--- src/rtl/program_loader_ctrl.sv ---
// -----------------------------------------------------------------------------
// program_loader_ctrl
//
// Boot / program-load sequencer sitting in front of cpu_16bit. A stream of
// 16-bit instruction words arrives over a valid/ready handshake. Each accepted
// word is written into the CPU instruction memory one cycle later. The CPU is
// held in reset (pc_reset_o=1) until the image is complete. It is then
// released to run from address 0.
//
// Handshake: a word transfers on a rising edge where word_valid_i and
// word_ready_o are both 1. word_ready_o is 1 only while in LOAD. word_valid_i
// may be raised or dropped freely; nothing is accepted while word_ready_o=0.
//
// Optional build macro: LOADER_CHECKSUM_EN. When it is defined:
//   - The word_last word is a 16-bit modulo-2^16 checksum of all written words.
//   - The checksum word itself is not written.
//   - A mismatch sends the block to ERROR instead of HOLD.
//
// Parameters
//   ADDR_W     : width of load_address_o / word_count_o
//   MEM_DEPTH  : instruction words held by the CPU memory (<= 2^ADDR_W)
//   RESET_HOLD : cycles pc_reset_o stays high from the last write (1..255)
//
// Ports
//   clk_i              : clock, rising edge
//   reset_i            : synchronous active-high reset, returns to IDLE
//   start_i            : pulse, begins a new load (IDLE, RUN, ERROR only)
//   word_in_i          : instruction word
//   word_valid_i       : word_in_i valid
//   word_last_i        : word_in_i is the final word of the image
//   word_ready_o       : block accepts a word this cycle
//   instruction_in_o   : CPU write data
//   load_address_o     : CPU write address
//   load_instruction_o : CPU write enable, one cycle per accepted word
//   pc_reset_o         : holds the CPU in reset
//   busy_o             : high in LOAD or HOLD
//   done_o             : high in RUN
//   error_o            : high in ERROR
//   word_count_o       : words written in the current / last load
//   state_o            : current FSM state (debug)
// -----------------------------------------------------------------------------
module program_loader_ctrl #(
    parameter int unsigned ADDR_W     = 16,
    parameter int unsigned MEM_DEPTH  = 256,
    parameter int unsigned RESET_HOLD = 4
) (
    input  logic              clk_i,
    input  logic              reset_i,
    input  logic              start_i,
    input  logic [15:0]       word_in_i,
    input  logic              word_valid_i,
    input  logic              word_last_i,
    output logic              word_ready_o,
    output logic [15:0]       instruction_in_o,
    output logic [ADDR_W-1:0] load_address_o,
    output logic              load_instruction_o,
    output logic              pc_reset_o,
    output logic              busy_o,
    output logic              done_o,
    output logic              error_o,
    output logic [ADDR_W-1:0] word_count_o,
    output logic [2:0]        state_o
);

    typedef enum logic [2:0] {
        S_IDLE  = 3'd0,
        S_LOAD  = 3'd1,
        S_HOLD  = 3'd2,
        S_RUN   = 3'd3,
        S_ERROR = 3'd4
    } state_t;

    // The count needs one extra bit so that MEM_DEPTH == 2^ADDR_W can be
    // represented when the memory is completely filled.
    localparam int unsigned   CW      = ADDR_W + 1;
    localparam logic [CW-1:0] DEPTH_C = CW'(MEM_DEPTH);
    localparam logic [7:0]    HOLD_C  = 8'(RESET_HOLD);

    state_t            state_q, state_d;

    logic [CW-1:0]     count_q, count_d;
    logic [7:0]        hold_q, hold_d;

    logic              word_ready_q, word_ready_d;
    logic [15:0]       instr_q, instr_d;
    logic [ADDR_W-1:0] addr_q, addr_d;
    logic              load_q, load_d;
    logic              pc_reset_q, pc_reset_d;
    logic              busy_q, busy_d;
    logic              done_q, done_d;
    logic              error_q, error_d;
    logic [ADDR_W-1:0] word_count_q, word_count_d;

`ifdef LOADER_CHECKSUM_EN
    logic [15:0]       sum_q, sum_d;
`endif

    logic              xfer;
    logic              full;
    logic              do_write;
    logic              entering_load;
    logic              entering_hold;

    // word_ready_q is only ever 1 in LOAD, so it also qualifies the state.
    assign xfer = word_valid_i & word_ready_q;
    assign full = (count_q == DEPTH_C);

`ifdef LOADER_CHECKSUM_EN
    // The checksum word is never written, so it is legal even when full.
    assign do_write = xfer & ~full & ~word_last_i;
`else
    assign do_write = xfer & ~full;
`endif

    // -------------------------------------------------------------------------
    // State register
    // -------------------------------------------------------------------------
    always_ff @(posedge clk_i) begin
        if (reset_i) begin
            state_q <= S_IDLE;
        end else begin
            state_q <= state_d;
        end
    end

    // -------------------------------------------------------------------------
    // Next-state logic
    // -------------------------------------------------------------------------
    always_comb begin
        state_d = state_q;
        case (state_q)
            S_IDLE: begin
                if (start_i) state_d = S_LOAD;
            end
            S_LOAD: begin
                // start_i is deliberately not looked at here.
                if (xfer) begin
`ifdef LOADER_CHECKSUM_EN
                    if (word_last_i) begin
                        state_d = (sum_q == word_in_i) ? S_HOLD : S_ERROR;
                    end else if (full) begin
                        state_d = S_ERROR;
                    end
`else
                    if (full) begin
                        state_d = S_ERROR;
                    end else if (word_last_i) begin
                        state_d = S_HOLD;
                    end
`endif
                end
            end
            S_HOLD: begin
                if (hold_q == HOLD_C) state_d = S_RUN;
            end
            S_RUN: begin
                if (start_i) state_d = S_LOAD;
            end
            S_ERROR: begin
                if (start_i) state_d = S_LOAD;
            end
            default: state_d = S_IDLE;
        endcase
    end

    // -------------------------------------------------------------------------
    // Output / datapath next values. Every output is a register loaded from
    // the next state, so status flags change in the same cycle as the state.
    // -------------------------------------------------------------------------
    assign entering_load = (state_d == S_LOAD) && (state_q != S_LOAD);
    assign entering_hold = (state_d == S_HOLD) && (state_q != S_HOLD);

    always_comb begin
        word_ready_d = (state_d == S_LOAD);
        pc_reset_d   = (state_d != S_RUN);
        busy_d       = (state_d == S_LOAD) || (state_d == S_HOLD);
        done_d       = (state_d == S_RUN);
        error_d      = (state_d == S_ERROR);

        load_d  = do_write;
        instr_d = instr_q;
        addr_d  = addr_q;
        if (do_write) begin
            instr_d = word_in_i;
            addr_d  = count_q[ADDR_W-1:0];
        end

        // The count doubles as the write address. It stops at DEPTH_C
        // because writes are suppressed once full.
        count_d = count_q;
        if (entering_load) begin
            count_d = '0;
        end else if (do_write) begin
            count_d = count_q + CW'(1);
        end

        // Saturate the visible count if the memory fills the whole address
        // space and the value no longer fits in ADDR_W bits.
        word_count_d = count_d[ADDR_W] ? {ADDR_W{1'b1}} : count_d[ADDR_W-1:0];

        // The first HOLD cycle is the final write cycle, counted as 1. The
        // release therefore lands RESET_HOLD cycles after that write.
        hold_d = hold_q;
        if (entering_hold) begin
            hold_d = 8'd1;
        end else if ((state_q == S_HOLD) && (hold_q != HOLD_C)) begin
            hold_d = hold_q + 8'd1;
        end
    end

`ifdef LOADER_CHECKSUM_EN
    always_comb begin
        sum_d = sum_q;
        if (entering_load) begin
            sum_d = 16'h0000;
        end else if (do_write) begin
            sum_d = sum_q + word_in_i;
        end
    end

    always_ff @(posedge clk_i) begin
        if (reset_i) begin
            sum_q <= 16'h0000;
        end else begin
            sum_q <= sum_d;
        end
    end
`endif

    always_ff @(posedge clk_i) begin
        if (reset_i) begin
            word_ready_q <= 1'b0;
            pc_reset_q   <= 1'b1;
            busy_q       <= 1'b0;
            done_q       <= 1'b0;
            error_q      <= 1'b0;
            load_q       <= 1'b0;
            instr_q      <= 16'h0000;
            addr_q       <= '0;
            count_q      <= '0;
            word_count_q <= '0;
            hold_q       <= 8'd0;
        end else begin
            word_ready_q <= word_ready_d;
            pc_reset_q   <= pc_reset_d;
            busy_q       <= busy_d;
            done_q       <= done_d;
            error_q      <= error_d;
            load_q       <= load_d;
            instr_q      <= instr_d;
            addr_q       <= addr_d;
            count_q      <= count_d;
            word_count_q <= word_count_d;
            hold_q       <= hold_d;
        end
    end

    assign word_ready_o       = word_ready_q;
    assign instruction_in_o   = instr_q;
    assign load_address_o     = addr_q;
    assign load_instruction_o = load_q;
    assign pc_reset_o         = pc_reset_q;
    assign busy_o             = busy_q;
    assign done_o             = done_q;
    assign error_o            = error_q;
    assign word_count_o       = word_count_q;
    assign state_o            = state_q;

endmodule
--- config.mk ---
export PLATFORM = sky130hd
export DESIGN_NAME = program_loader_ctrl
export DESIGN_NICKNAME = d
export VERILOG_FILES = /design/src/rtl/program_loader_ctrl.sv
export SDC_FILE = /design/constraint.sdc
export NUM_CORES = 1
export LEC_CHECK = 0
export CAP_MARGIN = 20
export CORE_ASPECT_RATIO = 1.25
export CORE_UTILIZATION = 44
export DETAILED_ROUTE_END_ITERATION = 12
export PLACE_DENSITY = 0.72
export REMOVE_ABC_BUFFERS = 1
export SYNTH_ARGS = -nofsm -noshare
export SYNTH_HDL_FRONTEND = slang
export SYNTH_SLANG_ARGS = --single-unit
--- constraint.sdc ---
create_clock -name clk_i -period 1.83 [get_ports clk_i]
set_clock_uncertainty 0.1 [all_clocks]
set_input_delay 0.549 -clock clk_i [delete_from_list [all_inputs] [get_ports clk_i]]
set_output_delay 0.549 -clock clk_i [all_outputs]
set_load 0.005 [all_outputs]
==> results of run 1 <==
per-layer routing:
layer | GRT usage, % | vias up | routed length, microns
met5 | 0 | - | 0
met4 | 11.2 | 0 | 251
met3 | 4.54 | 21 | 341
met2 | 37.3 | 80 | 4500
met1 | 24.0 | 1425 | 3490
li1 | - | 1479 | -
path summary, 6_finish.rpt:
| check | startpoint | to | slack [ns] | depth (start not counted) |
|---|---|---|---|---|
| setup / recovery | count_q[6] | busy_o | -0.04 | 6 |
| hold / removal | instruction_in_o[13] | instruction_in_o[13] | 0.35 | 2 |
| setup reg to reg | count_q[6] | busy_o | -0.04 | 6 |
| hold reg to reg | instruction_in_o[13] | instruction_in_o[13] | 0.35 | 2 |
cell families (layout without fill, tap and decap cells):
kind of cell / count (synthesis) / in the layout
flip-flops: 82 / 82
AND/OR/NAND/NOR: 156 / 156
buffers and inverters: 28 / 161
AO/OA/AOI/OAI: 65 / 65
multiplexers: 2 / 2
adder cells (fa/ha/maj): 4 / 4
XOR/XNOR: 24 / 24
Yosys cell counts (2+ instances only):
cell and count:
buf_2 7, nand2_1 71, nor3_1 3, nor2_1 36, nand2b_1 5, inv_1 6
a21oi_1 38, and3_1 4, ha_1 4, buf_6 3, xnor2_1 11, o21ai_2 10
a21o_1 2, a211oi_1 2, o21ai_0 4, nor3b_1 2, xor2_1 13, clkbuf_1 9
nand4_1 9, dfxtp_1 82, and4_1 6, nand3_1 6, clkbuf_8 2, nor4_2 2
worst max-delay path: stages (launching register included):
cell	delay, ns
dfxtp_1	0.34
nor4_2	0.40
nand4_2	0.17
buf_6	0.17
a22o_1	0.26
mux2_4	0.27
nor2_2	0.10
flip-flops by register name, summed over array words and instances, names as in the netlist:
signal	cells
busy_o	1
count_q	17
done_o	1
error_o	1
hold_q	8
instruction_in_o	16
load_address_o	16
load_instruction_o	1
pc_reset_o	1
state_o	3
word_count_o	16
word_ready_o	1
timing repair:
action	4_1_cts	5_1_grt
pin swaps	3	19
resized for setup	78	72
endpoints found under the setup margin	97	82
setup buffers	4	7
gates cloned	0	2
through the flow:
stage	utilization [%]	hold WS (ns)	setup slack [ns]	instance area, sq um	cells
3_5_place_dp	62.8	0.348	-0.462	4430	556
4_1_cts	66.2	0.356	-0.0305	4680	576
5_1_grt	71.1	0.360	-0.117	5020	584
3_3_place_gp	62.8	0.341	-0.425	4430	556
6_report	71.1	0.354	-0.0439	5020	584
2_1_floorplan	-	0.347	-0.396	3140	340
cell type report:
type                       count  share of cell area (%)
clock buffer                  11                    2.62
inverter                       7                   0.523
clock inverter                 5                    1.10
multi-input combinational    251                    34.0
sequential                    82                    33.7
tap                           90                    2.24
timing repair buffer         138                    25.8
report_power, final:
| group | switching, uW | internal [uW] | leakage [uW] |
|---|---|---|---|
| Clock | 636 | 627 | 0.0000893 |
| Sequential | 14.1 | 1810 | 0.000678 |
| Combinational | 179 | 189 | 0.00154 |
| Total | 829 | 2620 | 0.00230 |
==> results.cfg, run 1 <==
[global_routing]
overflow = 0
grt_max_degree = 28
grt_usage_pct = 21.3
grt_pass1_vias = 2882
grt_antenna_before_repair = 0
grt_pass1_wl_mm = 13.0

[layout]
regArea_sq_um = 1690
layout_common_cells = 70 x nand2_1, 54 x dfxtp_1, 48 x buf_4, 45 x dlygate4sd2_1, 37 x a21oi_1
syn2layout_area_growth_pct = 53.4
layout-drive-gt1-share_pct = 31.0
n_fill_cell = 530
final_common_cell = nand2_1
multi_input_area_sq_um = 1710
nets = 514
diodes = 0

[routing]
routedWlPerCell_microns = 14.7
vias = 3005
drt_iter0_markers = 118
viasPerCell = 5.15
drt_wl_total_mm = 8.58
route.detailed.drc = 0
detail_route.first_pass.iterations = 4
postRouteAntennaNets = 0

[clock_tree]
cts-root-buf = clkbuf_8
cts_buffer_depth = 2
numCtsBuffers = 9
cts.hold.buffers_added = 0
cts_max_level = 3
clkSinkCount = 82
cts.clk_slew.worst_paths_ns = 0.08
clock_latency_ns = 0.35
cts_tree = done

[timing]
worst_pin_slew_ns = 0.444
max_freq_mhz = 534
fin_tns_setup_ns = -0.0439
finalSetupViolations = 1
finalWorstSetupSlack_ns = -0.0439
max_slew_margin_pct = 70.4
slew_viol_final = 0
finalCritPeriodShare_pct = 102
fin_crit_ns = 1.87
hold_viol = 0
rsz0062_at_grt = true

[synth]
synth-simple-area-share_pct = 24.2
yosys_warnings = 0
synth-seq-cells = 82
synth.top_cell.area_share_pct = 50.2
synth.distinct_cells = 48
synth_compound_area_share_pct = 12.3
syn_inst = 361
ys_seq_area_share_pct = 50.2
yosysTopAreaCell = dfxtp_1
synth_fa_ha_area_share_pct = 1.53
syn_area_sq_um = 3270
muxShareOfSynthArea_pct = 0.650
synth-main-ff-cell = dfxtp_1
synth_top_cells_by_area = dfxtp_1 50%, nand2_1 8.1%, a21oi_1 5.8%
synth_xor_area_share_pct = 6.42
avgSynthCellArea_sq_um = 9.07
async_flop_share_pct = 0
synth_top_family_by_area = simple AND/OR/NAND/NOR gates
synth_edf_count = 0

[power]
leakage_uw = 0.00230
power.total_uw = 3450
peakVddDrop_mv = 0.509
power_density_nw_per_um2 = 688

[die]
initial_core_util_pct = 46.4
ios = 78
core-area_sq_um = 7060
core.rowCount = 34
die_area_sq_um = 7790
die_h_microns = 98.4
die_x_microns = 79.1

[setup_path]
cp_data_arrival_time_ns = 2.07
critPathCaptureType = flip-flop
cp_data_required_time_ns = 2.02
cp-start-kind = flip-flop
cp_max_fo = 6
criticalPathCategory = flip-flop to flip-flop

[hold_path]
min_path_type = flip-flop to flip-flop

[outcome]
status = finished, violations left
violations = negative setup slack

[placement]
gp_congestion = 0.858
io_buffers = 77
dpl.hpwl_mm = 5.56

[run]
maxCapViolations = 0
Power figures use the tool's default switching activity.
==> inputs of run 2 (changes only) <==
--- a/config.mk
+++ b/config.mk
@@ -7,9 +7,9 @@
 export LEC_CHECK = 0
 export CAP_MARGIN = 20
 export CORE_ASPECT_RATIO = 1.25
-export CORE_UTILIZATION = 44
+export CORE_UTILIZATION = 49
 export DETAILED_ROUTE_END_ITERATION = 12
-export PLACE_DENSITY = 0.72
+export PLACE_DENSITY = 0.76
 export REMOVE_ABC_BUFFERS = 1
 export SYNTH_ARGS = -nofsm -noshare
 export SYNTH_HDL_FRONTEND = slang
==> constraint.sdc (replaced) <==
create_clock -name clk_i -period 1.74 [get_ports clk_i]
set_clock_uncertainty 0.1 [all_clocks]
set_input_delay 0.522 -clock clk_i [delete_from_list [all_inputs] [get_ports clk_i]]
set_output_delay 0.522 -clock clk_i [all_outputs]
set_load 0.005 [all_outputs]
==> run 2 against run 1 <==
  * The run still ends with negative setup slack left
  * Non-clock buffer count grew 15
  * Power rose by 9.1%
  * Clock power rose by 9%
  * Hold slack better by 0.013 ns
  * First-iteration DRC count grew 69%
  * Register-to-register slack got worse by 0.20 ns
  * Sequential share of layout area down 2.7 points
  * Count of clock-buffer cells in the layout grew 1
  * Worst setup slack got worse by 0.20 ns
  * Combinational power increased by 28%
  * Highest routed layer unchanged
==> results.cfg, run 2 (same netlist as run 1, synthesis figures left out) <==
[outcome]
status = finished, violations left
violations = negative setup slack

[timing]
finalWorstSetupSlack_ns = -0.245
worst_pin_slew_ns = 0.569
max_slew_margin_pct = 62.0
finalSetupViolations = 65
rsz0062_at_grt = true
finalCritPeriodShare_pct = 114
fin_crit_ns = 1.98
hold_viol = 0
slew_viol_final = 0
max_freq_mhz = 504

[global_routing]
grt_antenna_before_repair = 0
grt_pass1_wl_mm = 14.0
grt_pass1_vias = 3035
grt_usage_pct = 26.7
overflow = 0
grt_max_degree = 28

[clock_tree]
cts_buffer_depth = 2
clkSinkCount = 82
cts-root-buf = clkbuf_8
cts.hold.buffers_added = 0
clock_latency_ns = 0.35
cts.clk_slew.worst_paths_ns = 0.09
cts_max_level = 3
numCtsBuffers = 9
cts_tree = done

[layout]
top_register = count_q
syn2layout_area_growth_pct = 68.0
fin_area_sq_um = 5500
final_common_cell = buf_4
layout_common_cells = 60 x buf_4, 58 x dlygate4sd2_1, 52 x dfxtp_1, 40 x nand2_1, 31 x nor2_1
diodes = 0
largest_reg_flops = 17
post-route-util_pct = 86.9
nets = 529
layout-drive-gt1-share_pct = 46.6

[power]
power_density_nw_per_um2 = 685
peakVddDrop_mv = 0.529
leakage_uw = 0.00230

[run]
maxCapViolations = 0

[placement]
dpl.hpwl_mm = 5.86
gp_congestion = 0.867
dpl_cell_area_sq_um = 4500
io_buffers = 77

[routing]
drt_iter0_markers = 199
vias = 3438
detail_route.first_pass.iterations = 4
route.detailed.drc = 0
drt_wl_total_mm = 12.3
postRouteAntennaNets = 0
viasPerCell = 5.79
routedWlPerCell_microns = 20.6

[die]
core-area_sq_um = 6330
ios = 78
initial_core_util_pct = 51.7
die_area_sq_um = 7010
die_h_microns = 93.4
core.rowCount = 32
die_x_microns = 75.1

[hold_path]
min_to = instruction_in_o[14]
min_from = instruction_in_o[14]
hold_depth = 2
min_path_type = flip-flop to flip-flop

[setup_path]
cp-start-kind = flip-flop
critPathCaptureType = flip-flop
critPathLaunch = state_o[0]
criticalPathCategory = flip-flop to flip-flop
cp_max_fo = 7
rr_startpoint = state_o[0]
r2r_cells = 8
regToRegEndpoint = word_count_o[4]
cp_data_required_time_ns = 1.93
cp_data_arrival_time_ns = 2.18
r2r_slack_ns = -0.24
-- run 2: cell types whose count changed in the layout (fill, tap and decap cells not counted), sizes merged --
cell	before	now
clkbuf	12	14
dlygate4sd2	45	58
clkinvlp	2	3
buf	60	74
dlymetal6s2s	13	0
clkinv	2	0
-- run 2: power by group --
part,switching (uW),internal (uW),total [uW]
clock,700,666,1370
sequential,30.9,1900,1930
combinational,250,224,474
total,981,2790,3770
-- run 2: how the worst max path moves through the flow --
stage,slack [ns],endpoint,depth (start not counted)
after detailed placement,-0.56,word_count_o[12],5
final,-0.24,word_count_o[4],8
after CTS,-0.10,busy_o,8
after global placement,-0.50,word_count_o[4],7
after floorplan,-0.49,word_count_o[1],7
after global routing,-0.29,word_count_o[4],8
-- run 2: worst max-delay path, stage by stage, from the launching register on --
cell and delay, ns:
dfxtp_4 0.35, buf_4 0.16, nor2b_1 0.17, a21o_1 0.22, a21oi_1 0.42, o21ai_4 0.17, buf_6 0.17, buf_4 0.12
o21ai_2 0.04
-- run 2: stage by stage --
stage / setup WS, ns / TNS, ns / hold slack, ns / std cells / power (uW)
floorplan: -0.486 / -15.14 / 0.347 / 340 / 2090
global placement: -0.497 / -23.50 / 0.341 / 562 / 2300
detailed placement: -0.563 / -24.92 / 0.346 / 562 / 2310
CTS: -0.102 / -2.49 / 0.355 / 582 / 3590
global route: -0.286 / -11.66 / 0.373 / 594 / 3900
finish: -0.245 / -7.35 / 0.367 / 594 / 3770
-- run 2: repair_timing --
| item | 4_1_cts | 5_1_grt |
|---|---|---|
| setup buffers | 5 | 10 |
| gates resized for setup | 103 | 150 |
| pin swaps | 8 | 89 |
| cloned | 0 | 4 |
| endpoints found under the setup margin | 127 | 77 |
-- run 2: final cells by class --
class	count	area, sq um
Multi-Input combinational cell	251	2090
Clock inverter	4	52.6
Timing Repair Buffer	153	1390
Tap cell	85	106
Clock buffer	12	135
Inverter	7	26.3
Sequential cell	82	1710
Fill cell	314	826
-- run 2: routing by layer --
layer | track usage, % | part of all wire [%] | routed length (microns)
met1 | 29.4 | 37 | 4540
met2 | 46.5 | 51 | 6210
met3 | 6.03 | 6.0 | 730
met4 | 14.0 | 6.4 | 786
met5 | 0 | 0 | 0
